`src/rtl/parity_pkg.sv`:
```
// parity_pkg: state encodings and parity-sense constants shared by the parity tx/rx paths
package parity_pkg;
  typedef enum logic {
    S_DATA   = 1'b0,
    S_PARITY = 1'b1
  } state_t;
  localparam bit EVEN = 1'b0;
  localparam bit ODD  = 1'b1;
endpackage

```
`src/rtl/parity_out_buf.sv`:
```
// parity_out_buf: single-entry ready/valid holding register with overrun pulse
module parity_out_buf #(
  parameter int W = 8
) (
  input  logic         clk,
  input  logic         rst_n,
  input  logic         load,
  input  logic [W-1:0] d,
  input  logic         e,
  input  logic         ready,
  output logic [W-1:0] data,
  output logic         err,
  output logic         valid,
  output logic         overrun
);
  logic take;
  assign take = load && (!valid || ready);
  always_ff @(posedge clk or negedge rst_n)
    if (!rst_n) begin
      data    <= '0;
      err     <= 1'b0;
      valid   <= 1'b0;
      overrun <= 1'b0;
    end else begin
      overrun <= load && valid && !ready;
      valid   <= take || (valid && !ready);
      if (take) begin
        data <= d;
        err  <= e;
      end
    end
endmodule

```
`src/rtl/parity_checker_rx.sv`:
```
// parity_checker_rx: deserialises LSB-first frames, checks parity, buffers word + error flag
module parity_checker_rx
  import parity_pkg::*;
#(
  parameter int DATA_BITS  = 8,
  parameter bit ODD_PARITY = EVEN
) (
  input  logic                 i_clk,
  input  logic                 i_rst_n,
  input  logic                 i_bit,
  input  logic                 i_valid,
  input  logic                 i_clear,
  input  logic                 i_ready,
  output logic [DATA_BITS-1:0] o_data,
  output logic                 o_parity_err,
  output logic                 o_valid,
  output logic                 o_overrun,
  output logic                 o_busy
);
  localparam int CW = DATA_BITS > 1 ? $clog2(DATA_BITS) : 1;
  state_t                state, state_n;
  logic [CW-1:0]         cnt, cnt_n;
  logic [DATA_BITS-1:0]  sr, sr_n;
  logic                  acc, acc_n, done, last;
  assign last = cnt == CW'(DATA_BITS - 1);
  always_ff @(posedge i_clk or negedge i_rst_n)
    if (!i_rst_n) begin
      state <= S_DATA;
      cnt   <= '0;
      sr    <= '0;
      acc   <= 1'b0;
    end else begin
      state <= state_n;
      cnt   <= cnt_n;
      sr    <= sr_n;
      acc   <= acc_n;
    end
  // clear wins over a bit arriving in the same cycle; that bit is dropped
  always_comb begin
    state_n = state;
    cnt_n   = cnt;
    sr_n    = sr;
    acc_n   = acc;
    done    = 1'b0;
    if (i_clear) begin
      state_n = S_DATA;
      cnt_n   = '0;
      sr_n    = '0;
      acc_n   = 1'b0;
    end else if (i_valid && state == S_DATA) begin
      sr_n    = sr | (DATA_BITS'(i_bit) << cnt);
      acc_n   = acc ^ i_bit;
      cnt_n   = last ? '0 : cnt + CW'(1);
      state_n = last ? S_PARITY : S_DATA;
    end else if (i_valid) begin
      done    = 1'b1;
      state_n = S_DATA;
      sr_n    = '0;
      acc_n   = 1'b0;
    end
  end
  assign o_busy = (state == S_PARITY) || (cnt != '0);
  parity_out_buf #(.W(DATA_BITS)) u_buf (
    .clk    (i_clk),
    .rst_n  (i_rst_n),
    .load   (done),
    .d      (sr),
    .e      (acc ^ i_bit ^ ODD_PARITY),
    .ready  (i_ready),
    .data   (o_data),
    .err    (o_parity_err),
    .valid  (o_valid),
    .overrun(o_overrun)
  );
endmodule

```
`config.mk`:
```
export PLATFORM = sky130hd
export DESIGN_NAME = parity_checker_rx
export DESIGN_NICKNAME = d
export VERILOG_FILES = /design/src/rtl/parity_pkg.sv /design/src/rtl/parity_out_buf.sv /design/src/rtl/parity_checker_rx.sv
export SDC_FILE = /design/constraint.sdc
export NUM_CORES = 1
export LEC_CHECK = 0
export ABC_CLOCK_PERIOD_IN_PS = 1700
export BUFFER_PORTS_ARGS = -buffer_cell sky130_fd_sc_hd__buf_2
export CAP_MARGIN = 10
export CORE_ASPECT_RATIO = 1.4
export CORE_UTILIZATION = 45
export CTS_BUF_LIST = sky130_fd_sc_hd__clkbuf_4 sky130_fd_sc_hd__clkbuf_8 sky130_fd_sc_hd__clkbuf_16
export CTS_CLUSTER_SIZE = 14
export DETAILED_ROUTE_END_ITERATION = 8
export HOLD_SLACK_MARGIN = 0.1
export PLACE_DENSITY = 0.65
export SYNTH_ARGS = -nofsm -noshare
export SYNTH_HDL_FRONTEND = slang
export SYNTH_HIERARCHICAL = 1
export SYNTH_SLANG_ARGS = --single-unit
```
`constraint.sdc`:
```
create_clock -name i_clk -period 1.7 [get_ports i_clk]
set_input_delay 0.34 -clock i_clk [delete_from_list [all_inputs] [get_ports i_clk]]
set_output_delay 0.34 -clock i_clk [all_outputs]
set_load 0.02 [all_outputs]
```
## Word-level counts from Yosys, hierarchy flattened

Index checks and enable logic that the tools add are counted.

- Add/subtract/negate cells: 1
- Equality and inequality tests: 1
- Shift-type cells: 1
- Mux-type cells: 15
- Bitwise gates (word level): 3
- Reduce and logical (&&, ||, !) cells: 13

Operators by type and width:

| kind | count |
|---|---|
| $mux 8 | 3 |
| $mux 1 | 9 |
| $mux 3 | 3 |
| $or 8x8->8 | 1 |
| $shl 1x3->8 | 1 |
| $reduce_bool 3->1 | 2 |
| $logic_and 1x1->1 | 5 |
| $add 3x1->3 const B | 1 |
| $eq 3x3->1 const B | 1 |
| $logic_or 1x1->1 | 3 |
| $logic_not 1->1 | 2 |
| $reduce_bool 2->1 | 1 |
| $not 1->1 | 1 |
| $xor 1x1->1 | 1 |

- Bits in registers: 24
- Input bits: 6
- Output and inout port bits: 12

## Longest topological paths before layout

Gate-level depths: netlist of run 1.

- Depth after elaboration: 6
- Gate-level depth with buffers: 4
- Gate-level depth less buffers: 4

## Modules after synthesis

The synthesis of run 1 kept the hierarchy.

Modules (own cells, without submodules):

| module | instances | cells an instance | area each (µm²) |
|---|---|---|---|
| parity_checker_rx | 1 | 61 | 611.8 |
| parity_out_buf | 1 | 25 | 412.9 |

## Worst setup path before layout of run 1

OpenSTA, ideal clock, no wires.

- Kind: register -> register
- Start point: register state
- End point: register u_buf.data[0]
- Library setup time: 125 ps
- Arrival time: 1061 ps
- Required time: 1575 ps
- Setup slack: 514 ps
- Cell stages (with the launch flop): 5
- Path buffers: 0
- Cell sequence: dfrtp_1 > nand2_1 > nor2_1 > nand2_4 > mux2_2

- Cells in the longest elaborated chain, start to end: 5

RTL lines:

| what | RTL line | RTL |
|---|---|---|
| start, declared | parity_checker_rx.sv:21 | `state_t state, state_n;` |
| start signal, assigned | parity_checker_rx.sv:33 | `state <= state_n;` |
| $not 1->1 | parity_checker_rx.sv:50 | `end else if (i_valid && state == S_DATA) begin` |
| $logic_and 1x1->1 | parity_checker_rx.sv:50 |  |
| $mux 1 | parity_checker_rx.sv:50 |  |
| $mux 1 | parity_checker_rx.sv:45 | `if (i_clear) begin` |
| net done | parity_checker_rx.sv:24 | `logic acc, acc_n, done, last;` |
| $logic_and 1x1->1 | parity_out_buf.sv:17 | `assign take = load && (!valid \|\| ready);` |
| end signal, assigned | parity_out_buf.sv:20 | `data <= '0;` |
| end signal, assigned | parity_out_buf.sv:28 | `data <= d;` |
| end, declared | parity_out_buf.sv:11 | `output logic [W-1:0] data,` |

The timed path passes the listed nets, and every way through them passes these cells.
A chain may end at the register's enable or synchronous reset.

## Worst setup path after layout of run 1

- Start point: register cnt[0]
- End point: output o_busy

- Cells in the longest elaborated chain, start to end: 2

RTL lines:

| what | RTL line | RTL |
|---|---|---|
| start, declared | parity_checker_rx.sv:22 | `logic [CW-1:0] cnt, cnt_n;` |
| start signal, assigned | parity_checker_rx.sv:34 | `cnt <= cnt_n;` |
| $reduce_bool 3->1 | parity_checker_rx.sv:62 | `assign o_busy = (state == S_PARITY) \|\| (cnt != '0);` |
| $logic_or 1x1->1 | parity_checker_rx.sv:62 |  |
| end, declared | parity_checker_rx.sv:18 | `output logic o_busy` |

No other way between the ends.

==> results of run 1 <==
-- per-stage QoR --
step           setup WS (ps)  total power [W]  utilization (%)  cells  hold slack (ps)
5_1_grt                 63.3         0.000954             53.7    127              266
4_1_cts                 87.7         0.000914             53.6    127              269
2_1_floorplan            514         0.000650                -     86             44.4
3_3_place_gp             423         0.000679             52.1    123              344
3_5_place_dp             381         0.000681             52.1    123              347
6_report                 170         0.000899             53.7    127              272
-- cell families (layout without fill, tap and decap cells) --
logic type,after synthesis,in the layout,share of synthesized area [%]
AND/OR/NAND/NOR,30,30,15.9
flip-flops,24,24,58.6
AO/OA/AOI/OAI,11,11,5.62
multiplexers,11,11,11.8
buffers and inverters,5,24,2.69
adder cells (fa/ha/maj),3,3,3.66
XOR/XNOR,2,2,1.71
-- worst paths after layout --
check,from,to,slack (ps)
worst max-delay path,cnt[0],o_busy,170
worst min-delay path,i_clear,cnt[1],270
worst max register to register,state,u_buf/data[1],390
worst min register to register,sr[3],sr[3],500
max in group asynchronous,i_rst_n,cnt[1],800
min in group asynchronous,i_rst_n,u_buf/valid,530
-- layout by cell type (no fill, tap or decap) --
cell / instances
and2b_1: 1
nand2_1: 4
nand2b_4: 1
nand2b_1: 1
a21oi_1: 8
dfrtp_1: 23
xor2_1: 1
o21ai_0: 1
dfrtp_2: 1
and3b_1: 1
xnor2_1: 1
nor2b_4: 1
mux2i_1: 2
nor2_1: 16
buf_2: 17
clkbuf_4: 3
and3_1: 1
nand2_4: 1
inv_1: 3
mux2_2: 9
a31oi_1: 2
nor2b_1: 2
dlygate4sd3_1: 1
nand3b_1: 1
ha_1: 3
-- repair_timing --
action	in CTS	in global routing
hold buffers	1	0
hold endpoints to repair	24	0
resized for setup	0	1
setup endpoints to repair	0	1
-- flip-flops by register name, indices dropped and copies added (netlist names) --
| signal | count |
|---|---|
| u_buf/overrun | 1 |
| acc | 1 |
| u_buf/valid | 1 |
| u_buf/err | 1 |
| cnt | 3 |
| sr | 8 |
| state | 1 |
| u_buf/data | 8 |
-- worst register-to-register path, delay by kind of cell (launching register included) --
kind             cells  cell delay [ps]
multiplexers         1              300
AND/OR/NAND/NOR      3              440
flip-flops           1              450
-- per-layer routing --
metal,wire length (um),global-route usage [%]
met4,32,9.38
met3,33,1.84
met5,0,0
met1,693,19.2
met2,744,23.1
-- power by group through the flow --
stage	Clock [W]	Combinational [W]	Sequential, W
after floorplan	0	0.0000483	0.000601
after global routing	0.000270	0.0000874	0.000596
after CTS	0.000241	0.0000790	0.000593
after global placement	0	0.0000749	0.000604
after detailed placement	0	0.0000768	0.000604
final	0.000229	0.0000765	0.000594
-- final cells by class --
cell class              instances  share of cell area (%)
flip-flops and latches         24                    52.1
inverters                       3                   0.975
clock buffers                   3                    1.95
multi-input cells              57                    34.3
repair buffers                 18                    8.23
well taps                      22                    2.38
==> run_results.csv, run 1 <==
group,metric,value,unit
clock_tree,path_clk_slew,110,ps
synthesis,synth_area_leaders,"dfrtp_1 (59%), mux2_2 (9.9%), nor2_1 (5.9%)",
synthesis,synthArstFlopShare,100,%
timing,finalMaxSlewViolations,0,
timing,timing.final.crit_period,1530,ps
layout,final_area,1150,um^2
clock_tree,post_cts_buffers,0,
floorplanning,start_util,47.6,%
min_path,hold_depth,2,
layout,multi_input_area,397,um^2
pwr,p_leak,0.639,nW
worst_setup_path,critPathArrivalTime,1190,ps
global_routing,grt_max_degree,25,
outcome,status,"finished, final reports clean",
synthesis,seq_area_frac_synth,58.6,%
layout,fin_nets,116,
worst_setup_path,path_max_fanout,5,
worst_setup_path,cp-start-kind,"register",
timing,worst_pin_slew,513,ps
global_routing,grtUsageTotal,14.7,%
flow_run,drv_cap,0,
routing,ant_nets,0,
clock_tree,cts_tree,"done",
pwr,sw_frac_of_total,22.8,%
placed_design,dpl-instance-area,1120,um^2
placed_design,io_buffers,17,
timing,finalSetupViolCount,0,
routing,drt_wl_total,1500,um
synthesis,syn-num-nets,95,
global_routing,grt_pass1_vias,621,
worst_setup_path,cp.depth,4,
synthesis,yosys-top-cells-count,"dfrtp_1 (24), nor2_1 (16), mux2_2 (9), a21oi_1 (8), nand2_1 (4)",
floorplanning,die_w,42.3,um
routing,drc,0,
routing,viasPerCell,5.15,
layout,nFillCells,202,
global_routing,grt-ovfl-total,0,
synthesis,synth.most_common_cell,"dfrtp_1",
global_routing,antenna_found_initial,0,
synthesis,synth_warnings,6,
floorplanning,rows,20,
global_routing,grt_pass1_wl,2700,um
floorplanning,io-pin-count,18,
timing,slew_headroom,65.8,%
timing,max_clock_freq,654,MHz
worst_setup_path,cp-end-kind,"primary output",
routing,num_vias,654,
pwr,power.density,779,nW/um^2
worst_setup_path,worst-endpoint-required,1360,ps
clock_tree,h-tree-depth,1,
clock_tree,clock_sinks,24,
floorplanning,die_h,58.5,um
layout,syn2layout_area_growth,12.7,%
placed_design,dp_hpwl,1120,um
floorplanning,die_area,2470,um^2
timing,hold_viol_final,0,
synthesis,synth_cells,86,
clock_tree,cts_buffers,3,
min_path,hold_path_class,"in -> reg",
routing,firstDrtPassIters,4,
pwr,power_frac_comb,8.5,%
worst_setup_path,cpMaxStageDelayCell,"dfrtp_1",
clock_tree,cts_max_path_buffers,2,
layout,insertedDiodeCount,0,
worst_setup_path,cp_cell_sequence,"inv_1, ha_1, nand2_1, buf_2",
layout,register_area,602,um^2
pwr,seqPwrFrac,66.0,%
routing,drt_iter0_drc,14,
clock_tree,cts-root-buf,"clkbuf_4",
layout,drive_gt1_share,31.4,%
timing,fin_skew,1.52,ps
placed_design,gp_congestion,0.681,
synthesis,netlist.area_leader.share,58.6,%
synthesis,ys_ff_latch,24,
pwr,max-vdd-ir-drop,432,uV
pwr,p_switching,0.000205,W
timing,finalCritPeriodShare,90.0,%
pwr,pwr-share-clk,25.5,%
clock_tree,clock_latency,300,ps
synthesis,synth_ff_type,"dfrtp_1",
worst_setup_path,worst-path-buf-inv,2,
worst_setup_path,critPathMaxStageDelay,440,ps
floorplanning,fp.coreArea,2150,um^2
timing,setup_tns,0,ps
routing,wire_per_inst,11.8,um
synthesis,avgSynthCellArea,11.9,um^2
timing,rsz0062_at_grt,"false",
worst_setup_path,cp_top_family,"flip-flops",
synthesis,syn_area,1020,um^2
synthesis,synth_edf_count,0,
worst_setup_path,worst-r2r-cell-count,4,
synthesis,ys_types,23,
synthesis,yosys.area.top_type,"dfrtp_1",
pwr,power.internal,0.000695,W
worst_setup_path,crit_type,"reg -> out",
(Power assumes the default switching activity.)
==> inputs of run 2 (changes only) <==
--- a/config.mk
+++ b/config.mk
@@ -9,12 +9,12 @@
 export BUFFER_PORTS_ARGS = -buffer_cell sky130_fd_sc_hd__buf_2
 export CAP_MARGIN = 10
 export CORE_ASPECT_RATIO = 1.4
-export CORE_UTILIZATION = 45
+export CORE_UTILIZATION = 31
 export CTS_BUF_LIST = sky130_fd_sc_hd__clkbuf_4 sky130_fd_sc_hd__clkbuf_8 sky130_fd_sc_hd__clkbuf_16
 export CTS_CLUSTER_SIZE = 14
 export DETAILED_ROUTE_END_ITERATION = 8
 export HOLD_SLACK_MARGIN = 0.1
-export PLACE_DENSITY = 0.65
+export PLACE_DENSITY = 0.48
 export SYNTH_ARGS = -nofsm -noshare
 export SYNTH_HDL_FRONTEND = slang
 export SYNTH_HIERARCHICAL = 1
==> run 2 against run 1 <==
Compared with the run above:
- critical path depth unchanged
- utilization decreased by 15 points
- hold slack improved by 57 ps
- power is 10% higher
- critical endpoint unchanged
- final area rose by 3.4%
- routed wire length increased by 17%
- count of clock-buffer cells in the layout did not move
- non-clock buffer count stayed put
- sequential power about the same
- maximum frequency up 0.22%
==> run_results.csv, run 2 (synthesis gave the netlist of run 1 again) <==
group,metric,value,unit
outcome,status,"finished, final reports clean",
min_path,hold_path_class,"in -> reg",
timing,setup_tns,0,ps
routing,drt_iter0_drc,5,
worst_setup_path,critPathMaxStageDelay,480,ps
floorplanning,rows,24,
layout,fin_nets,116,
pwr,max-vdd-ir-drop,339,uV
routing,drt_wl_total,1770,um
min_path,hold_depth,2,
routing,firstDrtPassIters,2,
placed_design,dpl-instance-area,1140,um^2
clock_tree,cts-root-buf,"clkbuf_8",
routing,ant_nets,0,
layout,layout_common_cells,"dfrtp_1 (24), buf_2 (17), nor2_1 (16), mux2_2 (9), a21oi_1 (8)",
routing,num_vias,664,
worst_setup_path,crit_type,"reg -> out",
placed_design,gp_congestion,0.667,
pwr,p_leak,0.648,nW
timing,slew_headroom,63.9,%
global_routing,grt_pass1_vias,691,
global_routing,antenna_found_initial,0,
timing,fin_skew,3.76,ps
pwr,power_frac_comb,7.7,%
layout,insertedDiodeCount,0,
timing,finalMaxSlewViolations,0,
timing,rsz0062_at_grt,"false",
clock_tree,h-tree-depth,1,
pwr,seqPwrFrac,59.7,%
worst_setup_path,cp_top_family,"flip-flops",
floorplanning,die_h,70.0,um
timing,max_clock_freq,655,MHz
layout,nFillCells,339,
layout,largestRegisters,"sr x8, u_buf/data x8, cnt x3",
worst_setup_path,cpMaxStageDelayCell,"dfrtp_1",
floorplanning,die_w,50.6,um
worst_setup_path,worst-r2r-cell-count,4,
timing,whs,329,ps
worst_setup_path,critPathArrivalTime,1190,ps
routing,wire_per_inst,12.3,um
global_routing,grtUsageTotal,11.5,%
floorplanning,die_area,3540,um^2
layout,drive_gt1_share,30.5,%
worst_setup_path,cp-end-kind,"primary output",
pwr,power.internal,0.000769,W
layout,final_core_util,38.2,%
global_routing,grt_pass1_wl,3040,um
layout,syn2layout_area_growth,16.5,%
clock_tree,clock_sinks,24,
placed_design,io_buffers,17,
worst_setup_path,cp-start-kind,"register",
pwr,pwr-share-clk,32.5,%
flow_run,drv_cap,0,
routing,drc,0,
placed_design,dp.cells,140,
floorplanning,io-pin-count,18,
timing,hold_viol_final,0,
clock_tree,cts_tree,"done",
global_routing,grt-ovfl-total,0,
timing,finalCritPeriodShare,89.8,%
pwr,p_switching,0.000223,W
floorplanning,fp.coreArea,3120,um^2
clock_tree,cts_buffers,3,
timing,timing.final.crit_period,1530,ps
clock_tree,clock_latency,260,ps
worst_setup_path,path_max_fanout,8,
layout,fin_cells,144,
timing,finalSetupViolCount,0,
floorplanning,start_util,32.8,%
layout,final_area,1190,um^2
worst_setup_path,cp_cell_sequence,"inv_1, ha_1, nand2_1, buf_2",
worst_setup_path,worst-path-buf-inv,2,
clock_tree,post_cts_buffers,0,
pwr,sw_frac_of_total,22.5,%
timing,worst_pin_slew,542,ps
pwr,power.density,832,nW/um^2
worst_setup_path,worst-endpoint-required,1360,ps
clock_tree,cts_max_path_buffers,2,
clock_tree,path_clk_slew,80,ps
worst_setup_path,cp.depth,4,
routing,viasPerCell,4.61,
placed_design,dp_hpwl,1300,um
layout,final_common_cell,"dfrtp_1",
global_routing,grt_max_degree,25,
==> run 2: area by class of cell <==
cell class	instances	area, um^2	share of cell area (%)
Clock buffer	3	41.3	3.46
Inverter	3	11.3	0.943
Multi-Input combinational cell	57	397	33.2
Sequential cell	24	601	50.3
Tap cell	39	48.8	4.09
Timing Repair Buffer	18	95.1	7.97
==> run 2: final timing paths <==
path / from / to / slack, ps
min in group asynchronous: i_rst_n / u_buf/data[3] / 600
min reg2reg: sr[1] / sr[1] / 500
min: i_clear / cnt[1] / 330
max in group asynchronous: i_rst_n / state / 740
max: cnt[1] / o_busy / 170
max reg2reg: state / u_buf/err / 410
==> run 2: metrics by stage <==
| step | power (W) | setup slack (ps) |
|---|---|---|
| finish | 0.000993 | 174 |
| global route | 0.00103 | 77.4 |
| CTS | 0.00101 | 160 |
| detailed placement | 0.000682 | 377 |
| global placement | 0.000680 | 387 |
| floorplan | 0.000650 | 514 |
==> run 2: worst reg2reg max path, stage by stage, from the launching register on <==
cell and delay (ps):
dfrtp_1 440, nand2_1 90, nor2_1 200, nand2_4 140, mux2_2 300
==> run 2: layer usage <==
layer  share of wire, %  vias to the layer above  global-route usage (%)  wire length (um)
li1                   -                      327                       -                 -
met1                 45                      326                    13.1               803
met2                 51                        9                    20.0               904
met3                2.2                        2                    1.31                39
met4                1.1                        0                    6.48                19
met5                  0                        -                       0                 0
==> run 2: power by group through the flow <==
stage / Combinational (W) / Sequential [W] / Clock [W]
final: 0.0000767 / 0.000593 / 0.000323
after global routing: 0.0000892 / 0.000596 / 0.000348
after CTS: 0.0000789 / 0.000593 / 0.000335
after detailed placement: 0.0000769 / 0.000605 / 0
after global placement: 0.0000754 / 0.000605 / 0
after floorplan: 0.0000483 / 0.000601 / 0
==> run 2: repair_timing <==
| action | CTS | global route |
|---|---|---|
| hold endpoints to repair | 24 | 0 |
| resized for setup | 0 | 0 |
| hold buffers | 1 | 0 |
==> inputs of run 3 (changes only) <==
--- a/config.mk
+++ b/config.mk
@@ -5,6 +5,7 @@
 export SDC_FILE = /design/constraint.sdc
 export NUM_CORES = 1
 export LEC_CHECK = 0
+export ABC_AREA = 1
 export ABC_CLOCK_PERIOD_IN_PS = 1700
 export BUFFER_PORTS_ARGS = -buffer_cell sky130_fd_sc_hd__buf_2
 export CAP_MARGIN = 10
==> run 3 against run 2 <==
Compared with the run above:
- setup slack got worse by 8.4 ps
- synthesized cell count rose by 38%
- sequential cell count did not move
- combinational power fell by 0.9%
- largest power group unchanged
- hold slack improved by 60 ps
- first-iteration DRC count rose to 3.6 times the previous value
- highest routed layer unchanged
==> run_results.csv, run 3 <==
group,metric,value,unit
clock_tree,h-tree-depth,1,
routing,viasPerCell,4.37,
global_routing,antenna_found_initial,0,
worst_setup_path,critPathMaxStageDelay,410,ps
clock_tree,cts_buffers,3,
routing,ant_nets,0,
global_routing,grt_max_degree,25,
synthesis,ys_types,14,
timing,setup_tns,0,ps
layout,fin_cells,179,
layout,syn2layout_area_growth,17.6,%
timing,hold_viol_final,0,
synthesis,synth_cells,119,
global_routing,grt_pass1_wl,3410,um
clock_tree,cts_resized,0,
worst_setup_path,cp-start-kind,"register",
placed_design,dp_hpwl,1480,um
worst_setup_path,cp_cell_sequence,"inv_1, ha_1, nand3_1, buf_2",
layout,final_common_cell,"nand2_1",
floorplanning,start_util,33.2,%
outcome,status,"finished, final reports clean",
global_routing,grtUsageTotal,12.5,%
timing,fin_skew,1.87,ps
min_path,hold_path_class,"in -> reg",
synthesis,yosys-top-cells-count,"nand2_1 (45), dfrtp_1 (24), nand3_1 (14), inv_1 (10), nor2_1 (6)",
timing,rsz0062_at_grt,"false",
synthesis,syn_area,1050,um^2
clock_tree,post_cts_buffers,0,
layout,fin_nets,150,
timing,finalMaxSlewViolations,0,
synthesis,synth.most_common_cell,"nand2_1",
placed_design,dp.cells,174,
flow_run,drv_cap,0,
floorplanning,die_w,51.1,um
routing,drc,0,
worst_setup_path,worst-path-buf-inv,2,
pwr,max-vdd-ir-drop,411,uV
layout,layout_common_cells,"nand2_1 (45), dfrtp_1 (24), buf_2 (17), nand3_1 (14), inv_1 (10)",
floorplanning,die_h,70.8,um
synthesis,avgSynthCellArea,8.80,um^2
pwr,p_leak,0.686,nW
worst_setup_path,critPathArrivalTime,1190,ps
routing,drt_iter0_drc,18,
global_routing,grt-ovfl-total,0,
synthesis,synth_warnings,6,
timing,slew_headroom,64.5,%
synthesis,syn-num-nets,128,
worst_setup_path,cpMaxStageDelayCell,"dfrtp_1",
clock_tree,path_clk_slew,80,ps
routing,firstDrtPassIters,4,
timing,worst_pin_slew,532,ps
layout,drive_gt1_share,19.3,%
clock_tree,clock_latency,260,ps
synthesis,ys_ff_latch,24,
timing,finalSetupViolCount,0,
clock_tree,cts_max_path_buffers,2,
placed_design,gp_congestion,0.707,
timing,finalCritPeriodShare,90.3,%
layout,final_area,1230,um^2
placed_design,dpl-instance-area,1170,um^2
routing,wire_per_inst,10.7,um
timing,max_clock_freq,652,MHz
global_routing,grt_pass1_vias,761,
synthesis,seq_area_frac_synth,57.3,%
synthesis,synth_edf_count,0,
worst_setup_path,cp-end-kind,"primary output",
layout,nFillCells,344,
synthesis,synthArstFlopShare,100,%
pwr,power.density,849,nW/um^2
timing,timing.final.crit_period,1530,ps
floorplanning,die_area,3620,um^2
synthesis,synth_ff_type,"dfrtp_1",
worst_setup_path,path_max_fanout,5,
worst_setup_path,cp_top_family,"flip-flops",
worst_setup_path,worst-endpoint-required,1360,ps
layout,largestRegisters,"sr x8, u_buf/data x8, cnt x3",
layout,insertedDiodeCount,0,
placed_design,io_buffers,17,
floorplanning,fp.coreArea,3150,um^2
worst_setup_path,crit_type,"reg -> out",
synthesis,netlist.area_leader.share,57.3,%
synthesis,yosys.area.top_type,"dfrtp_1",
clock_tree,cts-root-buf,"clkbuf_8",
floorplanning,rows,24,
clock_tree,clock_sinks,24,
routing,drt_wl_total,1920,um
floorplanning,io-pin-count,18,
synthesis,synth_area_leaders,"dfrtp_1 (57%), nand2_1 (16%), nand3_1 (6.7%)",
routing,num_vias,783,
clock_tree,cts_tree,"done",
## run 3: timing repair
action                     CTS  global route
hold buffers                 1             0
hold endpoints to repair    24             0
setup endpoints to repair    0             0
## run 3: cells by family (layout without fill, tap and decap cells)
family | after synthesis | in the layout | share of synthesized area [%]
XOR/XNOR | 1 | 1 | 0.836
flip-flops | 24 | 24 | 57.3
buffers and inverters | 13 | 34 | 6.09
adder cells (fa/ha/maj) | 3 | 3 | 3.58
AND/OR/NAND/NOR | 69 | 69 | 27.8
AO/OA/AOI/OAI | 9 | 9 | 4.30
## run 3: power by group
part           total (W)  internal (W)  switching, W
combinational  0.0000760     0.0000243     0.0000517
sequential      0.000589      0.000581    0.00000794
clock           0.000380      0.000206      0.000174
total            0.00104      0.000811      0.000233
## run 3: layer usage
metal / part of all wire [%] / up-vias / track usage (%)
met4: 0.99 / 0 / 5.56
met3: 3.2 / 2 / 1.94
li1: - / 413 / -
met1: 46 / 355 / 15.5
met2: 50 / 13 / 21.2
met5: 0 / - / 0
## run 3: worst reg2reg max path, cell delays in order (launching register included)
cell and delay (ps):
dfrtp_1 390, nand2_1 80, nor2_1 270, nand2_2 190, nand2_1 100, nand2_1 50
## run 3: path summary, 6_finish.rpt
path                                from             to  slack, ps  cells past startpoint
max                               cnt[0]         o_busy        170                      4
min                              i_valid          state        390                      4
max reg2reg                        state  u_buf/data[3]        520                      5
min reg2reg                u_buf/data[6]  u_buf/data[6]        470                      2
max in group asynchronous        i_rst_n  u_buf/data[3]        760                      2
min in group asynchronous        i_rst_n  u_buf/overrun        590                      2
## run 3: cell type report
type | instances | area (um^2) | area share [%]
clock buffer | 4 | 55.1 | 4.47
inverter | 11 | 41.3 | 3.35
multi-input combinational | 82 | 383 | 31.1
sequential | 24 | 601 | 48.8
tap | 39 | 48.8 | 3.96
timing repair buffer | 19 | 103 | 8.33
## run 3: metrics by stage
step	utilization [%]	total power, W	hold slack (ps)	setup WS (ps)
after floorplan	-	0.000641	44.4	532
after global placement	37.0	0.000674	352	467
after detailed placement	37.0	0.000677	356	452
after CTS	39.0	0.00106	385	154
after global routing	39.0	0.00110	416	63.9
final	39.0	0.00104	389	165
